<file path="src/rtl/i2c_cmd_sequencer.sv">
// i2c_cmd_sequencer
// Command queue and transaction sequencer sitting directly in front of
// i2c_master. Host commands are buffered in a DEPTH-entry FIFO, issued to the
// master as one-cycle write_en/read_en strobes, tracked through the master's
// busy signal, retried on a non-zero status and timed out if the master hangs.
// Each command returns exactly one response.
//
// Ports:
//   clk, reset            clock and asynchronous active-low reset
//   cmd_valid/cmd_ready   host command handshake (push when both high)
//   cmd_rw, cmd_chip_addr, cmd_reg_addr, cmd_data
//                         command fields (1 = read, 0 = write)
//   flush                 drop every queued command (in-flight one still completes)
//   level, idle           FIFO occupancy, and FIFO empty with sequencer at rest
//   rsp_*                 one-cycle response pulse with rw, read data, error, retries
//   m_*                   address/data/strobes to the master, busy/status/data back
module i2c_cmd_sequencer #(
  parameter int DEPTH      = 8,
  parameter int MAX_RETRY  = 2,
  parameter int START_TO   = 16,
  parameter int DONE_TO    = 65535,
  parameter int GAP_CYCLES = 4
) (
  input  logic                     clk,
  input  logic                     reset,
  input  logic                     cmd_valid,
  output logic                     cmd_ready,
  input  logic                     cmd_rw,
  input  logic [6:0]               cmd_chip_addr,
  input  logic [7:0]               cmd_reg_addr,
  input  logic [15:0]              cmd_data,
  input  logic                     flush,
  output logic [$clog2(DEPTH):0]   level,
  output logic                     idle,
  output logic                     rsp_valid,
  output logic                     rsp_rw,
  output logic [15:0]              rsp_data,
  output logic                     rsp_err,
  output logic [1:0]               rsp_retries,
  output logic [6:0]               m_chip_addr,
  output logic [7:0]               m_reg_addr,
  output logic [15:0]              m_data_in,
  output logic                     m_write_en,
  output logic                     m_read_en,
  input  logic                     m_busy,
  input  logic [3:0]               m_status,
  input  logic [15:0]              m_data_out
);

  localparam int AW     = $clog2(DEPTH);
  localparam int LW     = AW + 1;
  localparam int TO_MAX = (START_TO > DONE_TO) ? START_TO : DONE_TO;
  localparam int CW     = $clog2(TO_MAX + 1);
  localparam int GW     = $clog2(GAP_CYCLES + 1);

  typedef enum logic [2:0] {
    S_IDLE      = 3'd0,
    S_ISSUE     = 3'd1,
    S_WAIT_BUSY = 3'd2,
    S_WAIT_DONE = 3'd3,
    S_RESP      = 3'd4,
    S_GAP       = 3'd5
  } state_t;

  // FIFO entry layout: {rw, chip_addr, reg_addr, data}
  logic [31:0]   mem_r [DEPTH];
  logic [AW-1:0] wr_ptr_r;
  logic [AW-1:0] rd_ptr_r;
  logic [LW-1:0] level_r;

  state_t        state_r;
  logic [CW-1:0] cnt_r;
  logic [GW-1:0] gap_r;
  logic [1:0]    retry_r;
  logic          retrying_r;
  logic          cur_rw_r;

  logic [6:0]    m_chip_addr_r;
  logic [7:0]    m_reg_addr_r;
  logic [15:0]   m_data_in_r;
  logic          m_write_en_r;
  logic          m_read_en_r;
  logic          rsp_valid_r;
  logic          rsp_rw_r;
  logic [15:0]   rsp_data_r;
  logic          rsp_err_r;
  logic [1:0]    rsp_retries_r;

  logic          cmd_ready_s;
  logic          push_s;
  logic          pop_s;
  logic [31:0]   head_s;

  // Ready comes from the registered level, so a same-cycle pop never frees a slot early.
  assign cmd_ready_s = (level_r != LW'(DEPTH));
  // A push coinciding with flush is dropped; no pop is taken while flushing.
  assign push_s      = cmd_valid & cmd_ready_s & ~flush;
  assign pop_s       = (state_r == S_IDLE) & (level_r != LW'(0)) & ~flush;
  assign head_s      = mem_r[rd_ptr_r];

  assign cmd_ready   = cmd_ready_s;
  assign level       = level_r;
  assign idle        = (level_r == LW'(0)) & (state_r == S_IDLE);
  assign m_chip_addr = m_chip_addr_r;
  assign m_reg_addr  = m_reg_addr_r;
  assign m_data_in   = m_data_in_r;
  assign m_write_en  = m_write_en_r;
  assign m_read_en   = m_read_en_r;
  assign rsp_valid   = rsp_valid_r;
  assign rsp_rw      = rsp_rw_r;
  assign rsp_data    = rsp_data_r;
  assign rsp_err     = rsp_err_r;
  assign rsp_retries = rsp_retries_r;

  // Command storage: written at the write pointer on every accepted push.
  always_ff @(posedge clk) begin
    if (push_s) begin
      mem_r[wr_ptr_r] <= {cmd_rw, cmd_chip_addr, cmd_reg_addr, cmd_data};
    end
  end

  // FIFO pointers and occupancy; flush empties by snapping the read pointer to the write pointer.
  always_ff @(posedge clk or negedge reset) begin
    if (!reset) begin
      wr_ptr_r <= AW'(0);
      rd_ptr_r <= AW'(0);
      level_r  <= LW'(0);
    end else if (flush) begin
      rd_ptr_r <= wr_ptr_r;
      level_r  <= LW'(0);
    end else begin
      if (push_s) begin
        wr_ptr_r <= wr_ptr_r + AW'(1);
      end
      if (pop_s) begin
        rd_ptr_r <= rd_ptr_r + AW'(1);
      end
      level_r <= level_r + LW'(push_s) - LW'(pop_s);
    end
  end

  // Sequencer FSM: strobes and responses are registered on entry to S_ISSUE / S_RESP.
  always_ff @(posedge clk or negedge reset) begin
    if (!reset) begin
      state_r       <= S_IDLE;
      cnt_r         <= CW'(0);
      gap_r         <= GW'(0);
      retry_r       <= 2'd0;
      retrying_r    <= 1'b0;
      cur_rw_r      <= 1'b0;
      m_chip_addr_r <= 7'd0;
      m_reg_addr_r  <= 8'd0;
      m_data_in_r   <= 16'd0;
      m_write_en_r  <= 1'b0;
      m_read_en_r   <= 1'b0;
      rsp_valid_r   <= 1'b0;
      rsp_rw_r      <= 1'b0;
      rsp_data_r    <= 16'd0;
      rsp_err_r     <= 1'b0;
      rsp_retries_r <= 2'd0;
    end else begin
      // Strobes and the response pulse are single-cycle by default.
      m_write_en_r <= 1'b0;
      m_read_en_r  <= 1'b0;
      rsp_valid_r  <= 1'b0;
      case (state_r)
        S_IDLE: begin
          if (pop_s) begin
            {cur_rw_r, m_chip_addr_r, m_reg_addr_r, m_data_in_r} <= head_s;
            retry_r      <= 2'd0;
            m_write_en_r <= ~head_s[31];
            m_read_en_r  <= head_s[31];
            state_r      <= S_ISSUE;
          end
        end
        S_ISSUE: begin
          cnt_r   <= CW'(0);
          state_r <= S_WAIT_BUSY;
        end
        S_WAIT_BUSY: begin
          if (m_busy) begin
            cnt_r   <= CW'(0);
            state_r <= S_WAIT_DONE;
          end else if (cnt_r == CW'(START_TO - 1)) begin
            // Master never started: report as error, never retried.
            rsp_valid_r   <= 1'b1;
            rsp_rw_r      <= cur_rw_r;
            rsp_err_r     <= 1'b1;
            rsp_data_r    <= 16'd0;
            rsp_retries_r <= retry_r;
            state_r       <= S_RESP;
          end else begin
            cnt_r <= cnt_r + CW'(1);
          end
        end
        S_WAIT_DONE: begin
          if (!m_busy) begin
            if ((m_status != 4'd0) && (retry_r < 2'(MAX_RETRY))) begin
              retry_r    <= retry_r + 2'd1;
              retrying_r <= 1'b1;
              gap_r      <= GW'(0);
              state_r    <= S_GAP;
            end else begin
              rsp_valid_r   <= 1'b1;
              rsp_rw_r      <= cur_rw_r;
              rsp_err_r     <= (m_status != 4'd0);
              rsp_data_r    <= (cur_rw_r && (m_status == 4'd0)) ? m_data_out : 16'd0;
              rsp_retries_r <= retry_r;
              state_r       <= S_RESP;
            end
          end else if (cnt_r == CW'(DONE_TO - 1)) begin
            // Master stuck busy: report as error, never retried.
            rsp_valid_r   <= 1'b1;
            rsp_rw_r      <= cur_rw_r;
            rsp_err_r     <= 1'b1;
            rsp_data_r    <= 16'd0;
            rsp_retries_r <= retry_r;
            state_r       <= S_RESP;
          end else begin
            cnt_r <= cnt_r + CW'(1);
          end
        end
        S_RESP: begin
          retrying_r <= 1'b0;
          gap_r      <= GW'(0);
          state_r    <= S_GAP;
        end
        S_GAP: begin
          if (gap_r == GW'(GAP_CYCLES - 1)) begin
            gap_r <= GW'(0);
            if (retrying_r) begin
              // Re-issue with the held address/data.
              retrying_r   <= 1'b0;
              m_write_en_r <= ~cur_rw_r;
              m_read_en_r  <= cur_rw_r;
              state_r      <= S_ISSUE;
            end else begin
              state_r <= S_IDLE;
            end
          end else begin
            gap_r <= gap_r + GW'(1);
          end
        end
        default: begin
          state_r <= S_IDLE;
        end
      endcase
    end
  end

endmodule
</file>
<file path="config.mk">
export PLATFORM = sky130hd
export DESIGN_NAME = i2c_cmd_sequencer
export DESIGN_NICKNAME = d
export VERILOG_FILES = /design/src/rtl/i2c_cmd_sequencer.sv
export SDC_FILE = /design/constraint.sdc
export NUM_CORES = 1
export LEC_CHECK = 0
export BUFFER_PORTS_ARGS = -buffer_cell sky130_fd_sc_hd__clkbuf_2
export CAP_MARGIN = 20
export CORE_MARGIN = 2
export CORE_UTILIZATION = 25
export CTS_CLUSTER_DIAMETER = 200
export DETAILED_ROUTE_END_ITERATION = 8
export RECOVER_POWER = 25
export SYNTH_ARGS = -nofsm -noshare
export SYNTH_HDL_FRONTEND = slang
export SYNTH_SLANG_ARGS = --single-unit
</file>
<file path="constraint.sdc">
create_clock -name clk -period 5.27 [get_ports clk]
set_input_delay 1.054 -clock clk [delete_from_list [all_inputs] [get_ports clk]]
set_output_delay 1.054 -clock clk [all_outputs]
set_load 0.02 [all_outputs]
</file>
==> results of run 1 <==
area by class of cell:
type / instances / area share [%]
Antenna cell: 1 / 0.01533
Clock buffer: 53 / 6.347
Clock inverter: 12 / 1.043
Tap cell: 696 / 5.335
Inverter: 13 / 0.2990
Sequential cell: 346 / 60.95
Multi-Input combinational cell: 368 / 21.41
Timing Repair Buffer: 131 / 4.599
synth_stat cells, types with 2 or more instances:
| cell type | instances |
|---|---|
| sky130_fd_sc_hd__buf_2 | 18 |
| sky130_fd_sc_hd__a22o_1 | 18 |
| sky130_fd_sc_hd__a21oi_1 | 42 |
| sky130_fd_sc_hd__and3_1 | 7 |
| sky130_fd_sc_hd__ha_1 | 11 |
| sky130_fd_sc_hd__mux2_4 | 3 |
| sky130_fd_sc_hd__nor2b_1 | 6 |
| sky130_fd_sc_hd__mux2i_1 | 34 |
| sky130_fd_sc_hd__a41oi_1 | 2 |
| sky130_fd_sc_hd__inv_1 | 11 |
| sky130_fd_sc_hd__nor4_1 | 5 |
| sky130_fd_sc_hd__a211o_1 | 2 |
| sky130_fd_sc_hd__nand2b_1 | 7 |
| sky130_fd_sc_hd__mux2_2 | 2 |
| sky130_fd_sc_hd__o22ai_1 | 4 |
| sky130_fd_sc_hd__o21ai_0 | 12 |
| sky130_fd_sc_hd__buf_6 | 5 |
| sky130_fd_sc_hd__nand4_1 | 5 |
| sky130_fd_sc_hd__nor3_1 | 8 |
| sky130_fd_sc_hd__xnor2_1 | 5 |
| sky130_fd_sc_hd__clkbuf_1 | 12 |
| sky130_fd_sc_hd__a31oi_1 | 11 |
| sky130_fd_sc_hd__or2_2 | 2 |
| sky130_fd_sc_hd__a221o_1 | 4 |
| sky130_fd_sc_hd__nor2_1 | 56 |
| sky130_fd_sc_hd__nand3_1 | 7 |
| sky130_fd_sc_hd__edfxtp_1 | 256 |
| sky130_fd_sc_hd__and2_1 | 2 |
| sky130_fd_sc_hd__dfrtp_1 | 90 |
| sky130_fd_sc_hd__nand2_1 | 27 |
| sky130_fd_sc_hd__mux4_2 | 64 |
| sky130_fd_sc_hd__or3_1 | 3 |
stage by stage:
stage          setup WS, ps  power, W
2_1_floorplan         187.5  0.005256
3_3_place_gp           2035  0.005949
3_5_place_dp           1927  0.005987
4_1_cts                2142  0.008588
5_1_grt                2075  0.008913
6_report               2229  0.008437
cell families (layout without fill, tap and decap cells):
kind of cell    Yosys count  in the layout  synth area share (%)
mux                     103            103                 13.56
other cells               0              1                     0
simple gates            143            143                 5.191
fa+ha+maj                12             12                 1.156
xor+xnor                  6              6                0.3852
flops                   346            346                 72.86
compound gates          104            104                 4.971
buf+inv                  51            209                 1.880
path summary, 6_finish.rpt:
check                                       start                       to
min in group asynchronous                   reset      rsp_err$_DFFE_PN0P_
setup / recovery           state_r[0]$_DFFE_PN0P_                     idle
max in group asynchronous                   reset  rsp_data[7]$_DFFE_PN0P_
setup reg to reg           state_r[0]$_DFFE_PN0P_       level[3]$_DFF_PN0_
hold reg to reg              gap_r[2]$_DFFE_PN0P_     gap_r[2]$_DFFE_PN0P_
hold / removal               gap_r[2]$_DFFE_PN0P_     gap_r[2]$_DFFE_PN0P_
where the power goes:
part / internal, W / total, W / switching, W / leakage [nW]
registers: 0.00332 / 0.00373 / 0.000408 / 3.44
logic: 0.000981 / 0.00213 / 0.00115 / 1.77
clock network: 0.00153 / 0.00258 / 0.00105 / 0.590
total: 0.00583 / 0.00844 / 0.00261 / 5.79
sequential cells by signal, summed over array words and instances (netlist names):
signal and flops:
m_data_in 16, cur_rw_r 1, level 4, rsp_data 16
m_reg_addr 8, m_chip_addr 7, mem_r 256, rsp_err 1
rsp_valid 1, rsp_retries 2, m_read_en 1, wr_ptr_r 3
retrying_r 1, m_write_en 1, rsp_rw 1, rd_ptr_r 3
retry_r 2, gap_r 3, state_r 3, cnt_r 16
per-layer routing:
| layer | vias to the layer above | GRT usage [%] |
|---|---|---|
| met5 | - | 0 |
| met4 | 4 | 2.344 |
| met3 | 38 | 2.381 |
| met2 | 164 | 16.94 |
| met1 | 3615 | 13.56 |
| li1 | 3280 | - |
==> metrics.cfg, run 1 <==
[route]
detail_route.wirelength_mm=28.74
dr_wl_met3_mm=1.446
detailroute.wirelength.met2_mm=13.99
post_drt_via_cell_ratio=4.383
vias=7101
route.top_layer_used=met5
routedLengthMet1_mm=12.87
post_route_drc=0
antenna_violating_nets_post_route=0
wire_per_inst_um=17.74
firstDrtPassIters=5
first_iter_violations=486

[timing]
finalHoldWorstSlack_ps=488.3
final-setup-viol-count=0
rsz0062_at_grt=no
maxSlewHeadroom_pct=31.03
clock_skew_ps=18.83
layout_min_cycle_time_ps=3041
worst_slew_pin_slew_ps=1035
min_period_over_period_pct=57.70
finalHoldViolations=0
max_slew_vio_count=0
max_freq_mhz=328.9
setup-tns-final_ps=0

[die]
number_of_core_rows=85
boundaryPins=117
chipWidth_um=237.6
core_sq_um=53920
design.die.area_sq_um=56450
initial_utilization_pct=25.30
die-height_um=237.6

[clock_network]
cts.reportedPaths.clkPinSlew_ps=60
post_cts_buffers=0
cts_repair_resize_count=0
worst_skew_pair.late_latency_ps=540
cts_inserted_buffers=36
tritoncts_num_sinks=346
holdBufCountCts=0
cts_root_buf=sky130_fd_sc_hd__clkbuf_16
cts_max_path_buffers=3
tritoncts=done
cts-htree-levels=2

[power]
worst_ir_drop_vdd_mv=0.3569
leakage_nw=5.794
pwr_density_cell_nw_per_um2=516.9

[grt]
grt_remaining_overflow=0
grt_pass1_wl_mm=44.38
initial_antenna_violation_count=3
groute.usage.overall_pct=10.20
grt_start_max_net_pins=67
grt_pass1_vias=7331

[logic_synthesis]
synthDominantCellAreaShare_pct=56.35
edff_count_synth=256
netlist_area_sq_um=13640
area_leader_netlist=sky130_fd_sc_hd__edfxtp_1
synthesis.yosys.warnings=0
postSynthNetCount=834
post_synthesis_mean_instance_area_sq_um=17.83
synthDistinctLibCells=56
syn-instance-count=765
main_synth_ff_type=sky130_fd_sc_hd__edfxtp_1
yosysSeqAreaShare_pct=72.86
synth-seq-cells=346
yosys-top-cells-area=sky130_fd_sc_hd__edfxtp_1 56%, sky130_fd_sc_hd__dfrtp_1 17%, sky130_fd_sc_hd__mux4_2 11%
fraction_of_registers_with_async_set_or_reset_after_synthesis_pct=26.01

[critical_path]
crit_path_start_kind=flop
cp_num_buf_inv=1
timing.critical_path.arrival_ps=1990
critical_path.max_stage_delay_ps=510
highest_delay_cell_along_the_critical_path=sky130_fd_sc_hd__dfrtp_1
setup.worst_path.end_class=output port
reg2regPathDepth=11
rrSetupSlack_ps=2580
critPathKind=reg -> out
crit_chain=or3_1, nor2_1, clkbuf_2
critPathMaxFanout=13
cp.required_ps=4220
cp.depth=3
cp_top_family=simple AND/OR/NAND/NOR gates

[placed_design]
gp_routability_congestion=0.7310
post-place-cells=1551
final_hpwl_dp_mm=18.17
placed_cell_area_sq_um=15070
buffer_ports.inserted=116

[outcome]
status=complete, no violations

[finish]
layout-drive-gt1-share_pct=26.44
synthToLayoutAreaGrowth_pct=19.65
post-route-util_pct=30.27
stdcell_count=1620
nFillCells=5216
num-nets-final=965
area_of_the_multi_input_gates_sq_um=3495
mostFrequentLayoutCell=sky130_fd_sc_hd__edfxtp_1
finalInstanceArea_sq_um=16320
area_taken_by_flip_flops_and_latches_sq_um=9948
layout.cells.most_common_list=256 x sky130_fd_sc_hd__edfxtp_1, 87 x sky130_fd_sc_hd__dfrtp_1, 87 x sky130_fd_sc_hd__clkbuf_2

[hold_path]
hold_path.class=reg -> reg
worst_hold_path.num_cells=1

[run]
cap_violations=0

Note: power is estimated with default switching activity, not from simulation.
==> run 2: changes to the inputs <==
Clock period 5.27 ns to 2.7 ns, I/O delays scaled along.
==> metrics.cfg, run 2 (synthesized netlist as in run 1, its figures left out) <==
[outcome]
status=complete, no violations

[die]
core_sq_um=53920
die-height_um=237.6
design.die.area_sq_um=56450
boundaryPins=117
number_of_core_rows=85
initial_utilization_pct=25.30
chipWidth_um=237.6

[timing]
worst_slew_pin_slew_ps=741.8
finalHoldViolations=0
min_period_over_period_pct=89.69
layout_min_cycle_time_ps=2422
max_freq_mhz=412.9
clock_skew_ps=19.82
rsz0062_at_grt=no
postLayoutSetupSlackWorst_ps=278.3
maxSlewHeadroom_pct=50.54
final-setup-viol-count=0
max_slew_vio_count=0

[finish]
largest_register_ffs=256
num-nets-final=981
largest_register=mem_r
layout-drive-gt1-share_pct=28.74
mostFrequentLayoutCell=sky130_fd_sc_hd__edfxtp_1
layout.cells.most_common_list=256 x sky130_fd_sc_hd__edfxtp_1, 88 x sky130_fd_sc_hd__clkbuf_2, 85 x sky130_fd_sc_hd__dfrtp_1
synthToLayoutAreaGrowth_pct=20.63
stdcell_count=1633

[route]
antenna_violating_nets_post_route=0
firstDrtPassIters=4
first_iter_violations=491
detail_route.wirelength_mm=30.65
vias=7286
post_route_drc=0
wire_per_inst_um=18.77
post_drt_via_cell_ratio=4.462

[critical_path]
reg2regPathDepth=9
critPathKind=reg -> reg
timing.critical_path.arrival_ps=2830
regToRegStartpoint=state_r[1]$_DFFE_PN0P_
cp.required_ps=3110
crit_chain=or3_1, a21oi_2, nand2b_1, inv_2, ha_1, inv_1, ha_1, fa_1, nor2b_1
highest_delay_cell_along_the_critical_path=sky130_fd_sc_hd__dfrtp_1
regToRegEndpoint=level[1]$_DFF_PN0_
crit_path_start_kind=flop
critical_path.max_stage_delay_ps=440
rrSetupSlack_ps=280
critical-path-top-cell-by-count=sky130_fd_sc_hd__ha_1
critPathMaxFanout=7
setup.worst_path.end_class=flop

[clock_network]
cts_root_buf=sky130_fd_sc_hd__clkbuf_16
tritoncts=done
cts_max_path_buffers=3
cts_repair_resize_count=0
holdBufCountCts=0
tritoncts_num_sinks=346
cts_inserted_buffers=34
cts.reportedPaths.clkPinSlew_ps=60
worst_skew_pair.late_latency_ps=540
cts-htree-levels=2
post_cts_buffers=0

[placed_design]
buffer_ports.inserted=116
final_hpwl_dp_mm=19.13
gp_routability_congestion=0.7779
place_ws_ps=308.2
post-place-cells=1572

[grt]
initial_antenna_violation_count=5
grt_pass1_wl_mm=46.69
grt_pass1_vias=7507
grt_start_max_net_pins=65
grt_remaining_overflow=0
groute.usage.overall_pct=10.89

[power]
leakage_nw=5.867
worst_ir_drop_vdd_mv=0.5546
pwr_density_cell_nw_per_um2=1011

[hold_path]
hold_path.class=in -> async

[run]
cap_violations=0

run 2: power by group:
part | internal [W] | switching [W]
registers | 0.00648 | 0.000654
clock network | 0.00290 | 0.00206
logic | 0.00202 | 0.00252
run 2: worst max path at each step:
stage / startpoint / to / slack [ps] / depth (start not counted)
finish: state_r[1]$_DFFE_PN0P_ / level[1]$_DFF_PN0_ / 280 / 9
global route: state_r[1]$_DFFE_PN0P_ / level[1]$_DFF_PN0_ / 150 / 9
global placement: flush / level[2]$_DFF_PN0_ / 370 / 9
floorplan: level[1]$_DFF_PN0_ / mem_r[7][0]$_DFFE_PP_ / -210 / 5
detailed placement: state_r[1]$_DFFE_PN0P_ / level[1]$_DFF_PN0_ / 310 / 9
CTS: state_r[1]$_DFFE_PN0P_ / level[1]$_DFF_PN0_ / 280 / 9
run 2: through the flow:
step	power (W)	util [%]	area [sq um]	setup TNS (ps)	hold WS, ps
2_1_floorplan	0.01032	-	13720	-23560	244.4
3_3_place_gp	0.01182	28.43	15330	0	469.9
3_5_place_dp	0.01191	28.43	15330	0	486.4
4_1_cts	0.01693	30.58	16490	0	66.27
5_1_grt	0.01755	30.52	16460	0	83.08
6_report	0.01664	30.52	16460	0	56.63
run 2: area by class of cell:
cell class	count	area, sq um
multi-input combinational	368	3550
tap	696	870.8
clock buffer	44	908.4
timing repair buffer	149	872.1
inverter	13	53.80
fill	5247	37460
sequential	346	9951
clock inverter	16	247.7
antenna	1	2.502
run 2: layer usage:
layer / vias up / GRT usage, % / wire length [um]
met5: - / 0 / 50
met4: 8 / 2.744 / 499
met3: 49 / 2.729 / 1639
met2: 179 / 17.63 / 14490
met1: 3741 / 14.65 / 13970
li1: 3309 / - / -
run 2: worst max-delay path, delay by kind of cell (launching register included):
| family | cells | cell delay, ps |
|---|---|---|
| adders and majority gates | 3 | 830 |
| DFF | 1 | 440 |
| and+or+nand+nor | 3 | 720 |
| AOI/OAI and AO/OA | 1 | 150 |
| buffers and inverters | 2 | 170 |
==> run 3: changes to the inputs <==
Settings changed: CELL_PAD_IN_SITES_DETAIL_PLACEMENT set to 1, CELL_PAD_IN_SITES_GLOBAL_PLACEMENT set to 2, PLACE_DENSITY_LB_ADDON set to 0.1.
Clock period 2.7 ns to 3.02 ns, I/O delays scaled along.
==> metrics.cfg, run 3 (synthesized netlist as in run 1, its figures left out) <==
[outcome]
status=complete, no violations

[die]
chipWidth_um=237.6
design.die.area_sq_um=56450
number_of_core_rows=85
die-height_um=237.6
core_sq_um=53920
initial_utilization_pct=25.30
boundaryPins=117

[placed_design]
final_hpwl_dp_mm=20.54
place_ws_ps=427.0
placed_cell_area_sq_um=15300
buffer_ports.inserted=116
gp_routability_congestion=0.6833

[timing]
rsz0062_at_grt=no
final-setup-viol-count=0
min_period_over_period_pct=85.47
postLayoutSetupSlackWorst_ps=438.9
clock_skew_ps=14.05
maxSlewHeadroom_pct=45.18
finalHoldViolations=0
max_freq_mhz=387.4
worst_slew_pin_slew_ps=822.4
layout_min_cycle_time_ps=2581
max_slew_vio_count=0

[finish]
num-nets-final=992
finalInstanceArea_sq_um=16590
synthToLayoutAreaGrowth_pct=21.60
post-route-util_pct=30.76
largest_register=mem_r
mostFrequentLayoutCell=sky130_fd_sc_hd__edfxtp_1
layout-drive-gt1-share_pct=28.51
diodes=0
largest_register_ffs=256
layout.cells.most_common_list=256 x sky130_fd_sc_hd__edfxtp_1, 88 x sky130_fd_sc_hd__clkbuf_2, 87 x sky130_fd_sc_hd__dfrtp_1

[grt]
initial_antenna_violation_count=3
groute.usage.overall_pct=12.37
grt_remaining_overflow=0
grt_pass1_wl_mm=52.65
grt_pass1_vias=8143
grt_start_max_net_pins=67

[power]
leakage_nw=5.964
worst_ir_drop_vdd_mv=0.4295
pwr_density_cell_nw_per_um2=923.9

[route]
wire_per_inst_um=20.51
post_drt_via_cell_ratio=4.440
detail_route.wirelength_mm=33.84
first_iter_violations=324
post_route_drc=0
firstDrtPassIters=4
antenna_violating_nets_post_route=0
vias=7326

[clock_network]
cts.reportedPaths.clkPinSlew_ps=60
worst_skew_pair.late_latency_ps=570
cts-htree-levels=2
tritoncts=done
holdBufCountCts=0
cts_repair_resize_count=0
tritoncts_num_sinks=346
cts_max_path_buffers=3
post_cts_buffers=0
cts_root_buf=sky130_fd_sc_hd__clkbuf_16
cts_inserted_buffers=41

[critical_path]
highest_delay_cell_along_the_critical_path=sky130_fd_sc_hd__dfrtp_1
critical-path-top-cell-by-count=sky130_fd_sc_hd__ha_1
setup.worst_path.end_class=flop
cp_num_buf_inv=2
crit_path_start_kind=flop
cp.required_ps=3460
worst_setup_path_startpoint=state_r[1]$_DFFE_PN0P_
critPathMaxFanout=7
cp_top_family=adder cells
critPathKind=reg -> reg
critical_path.max_stage_delay_ps=450
regToRegStartpoint=state_r[1]$_DFFE_PN0P_
timing.critical_path.arrival_ps=3030
crit_chain=or3_1, a21oi_2, nand2b_1, inv_2, ha_1, inv_1, ha_1, fa_1, nor2b_1

[hold_path]
hold_path.class=in -> async

[run]
cap_violations=0

==> run 3: changes by cell type in the layout (fill, tap and decap cells not counted), moves of 2 or more <==
cell | before | now
sky130_fd_sc_hd__buf_4 | 28 | 34
sky130_fd_sc_hd__clkbuf_1 | 35 | 42
sky130_fd_sc_hd__clkinvlp_4 | 3 | 1
sky130_fd_sc_hd__clkinv_1 | 1 | 3
sky130_fd_sc_hd__clkbuf_8 | 2 | 5
sky130_fd_sc_hd__dfrtp_1 | 85 | 87
sky130_fd_sc_hd__clkinv_2 | 3 | 5
sky130_fd_sc_hd__buf_12 | 6 | 4
sky130_fd_sc_hd__bufinv_16 | 5 | 2
sky130_fd_sc_hd__clkbuf_16 | 34 | 41
==> run 3: path summary, 6_finish.rpt <==
check	to	slack [ps]	cells past startpoint
max	level[1]$_DFF_PN0_	440	9
min reg2reg	gap_r[2]$_DFFE_PN0P_	490	1
min	cnt_r[6]$_DFFE_PN0P_	20	1
min in group clk	rsp_data[0]$_DFFE_PN0P_	260	2
max reg2reg	level[1]$_DFF_PN0_	440	9
max in group asynchronous	m_data_in[2]$_DFFE_PN0P_	2130	2
==> run 3: power by group <==
group	switching [W]	total (W)	leakage (nW)	internal (W)
Clock	0.00200	0.00484	0.638	0.00283
Combinational	0.00233	0.00416	1.89	0.00182
Sequential	0.000539	0.00633	3.44	0.00579
==> run 3: cell type report <==
class	count	area [sq um]
multi-input cells	368	3528
flip-flops and latches	346	9946
well taps	696	870.8
inverters	13	48.80
repair buffers	153	877.1
clock buffers	61	1151
fillers	5541	37330
clock inverters	13	166.4
==> run 3: per-layer routing <==
metal	global-route usage [%]	wire [um]	up-vias	part of all wire (%)
met3	2.543	1302	53	3.8
li1	-	-	3341	-
met4	3.735	722	6	2.1
met1	16.73	15720	3792	46
met2	20.04	16060	134	47
met5	0	40	-	0.12
==> run 3: stage by stage <==
step / hold slack (ps) / std cells / power (W) / setup TNS, ps
3_3_place_gp: 469.7 / 1576 / 0.01077 / 0
5_1_grt: 54.41 / 1650 / 0.01625 / 0
2_1_floorplan: 308.4 / 765 / 0.009188 / -18650
4_1_cts: 38.75 / 1650 / 0.01573 / 0
6_report: 23.30 / 1650 / 0.01533 / 0
3_5_place_dp: 480.3 / 1576 / 0.01077 / 0
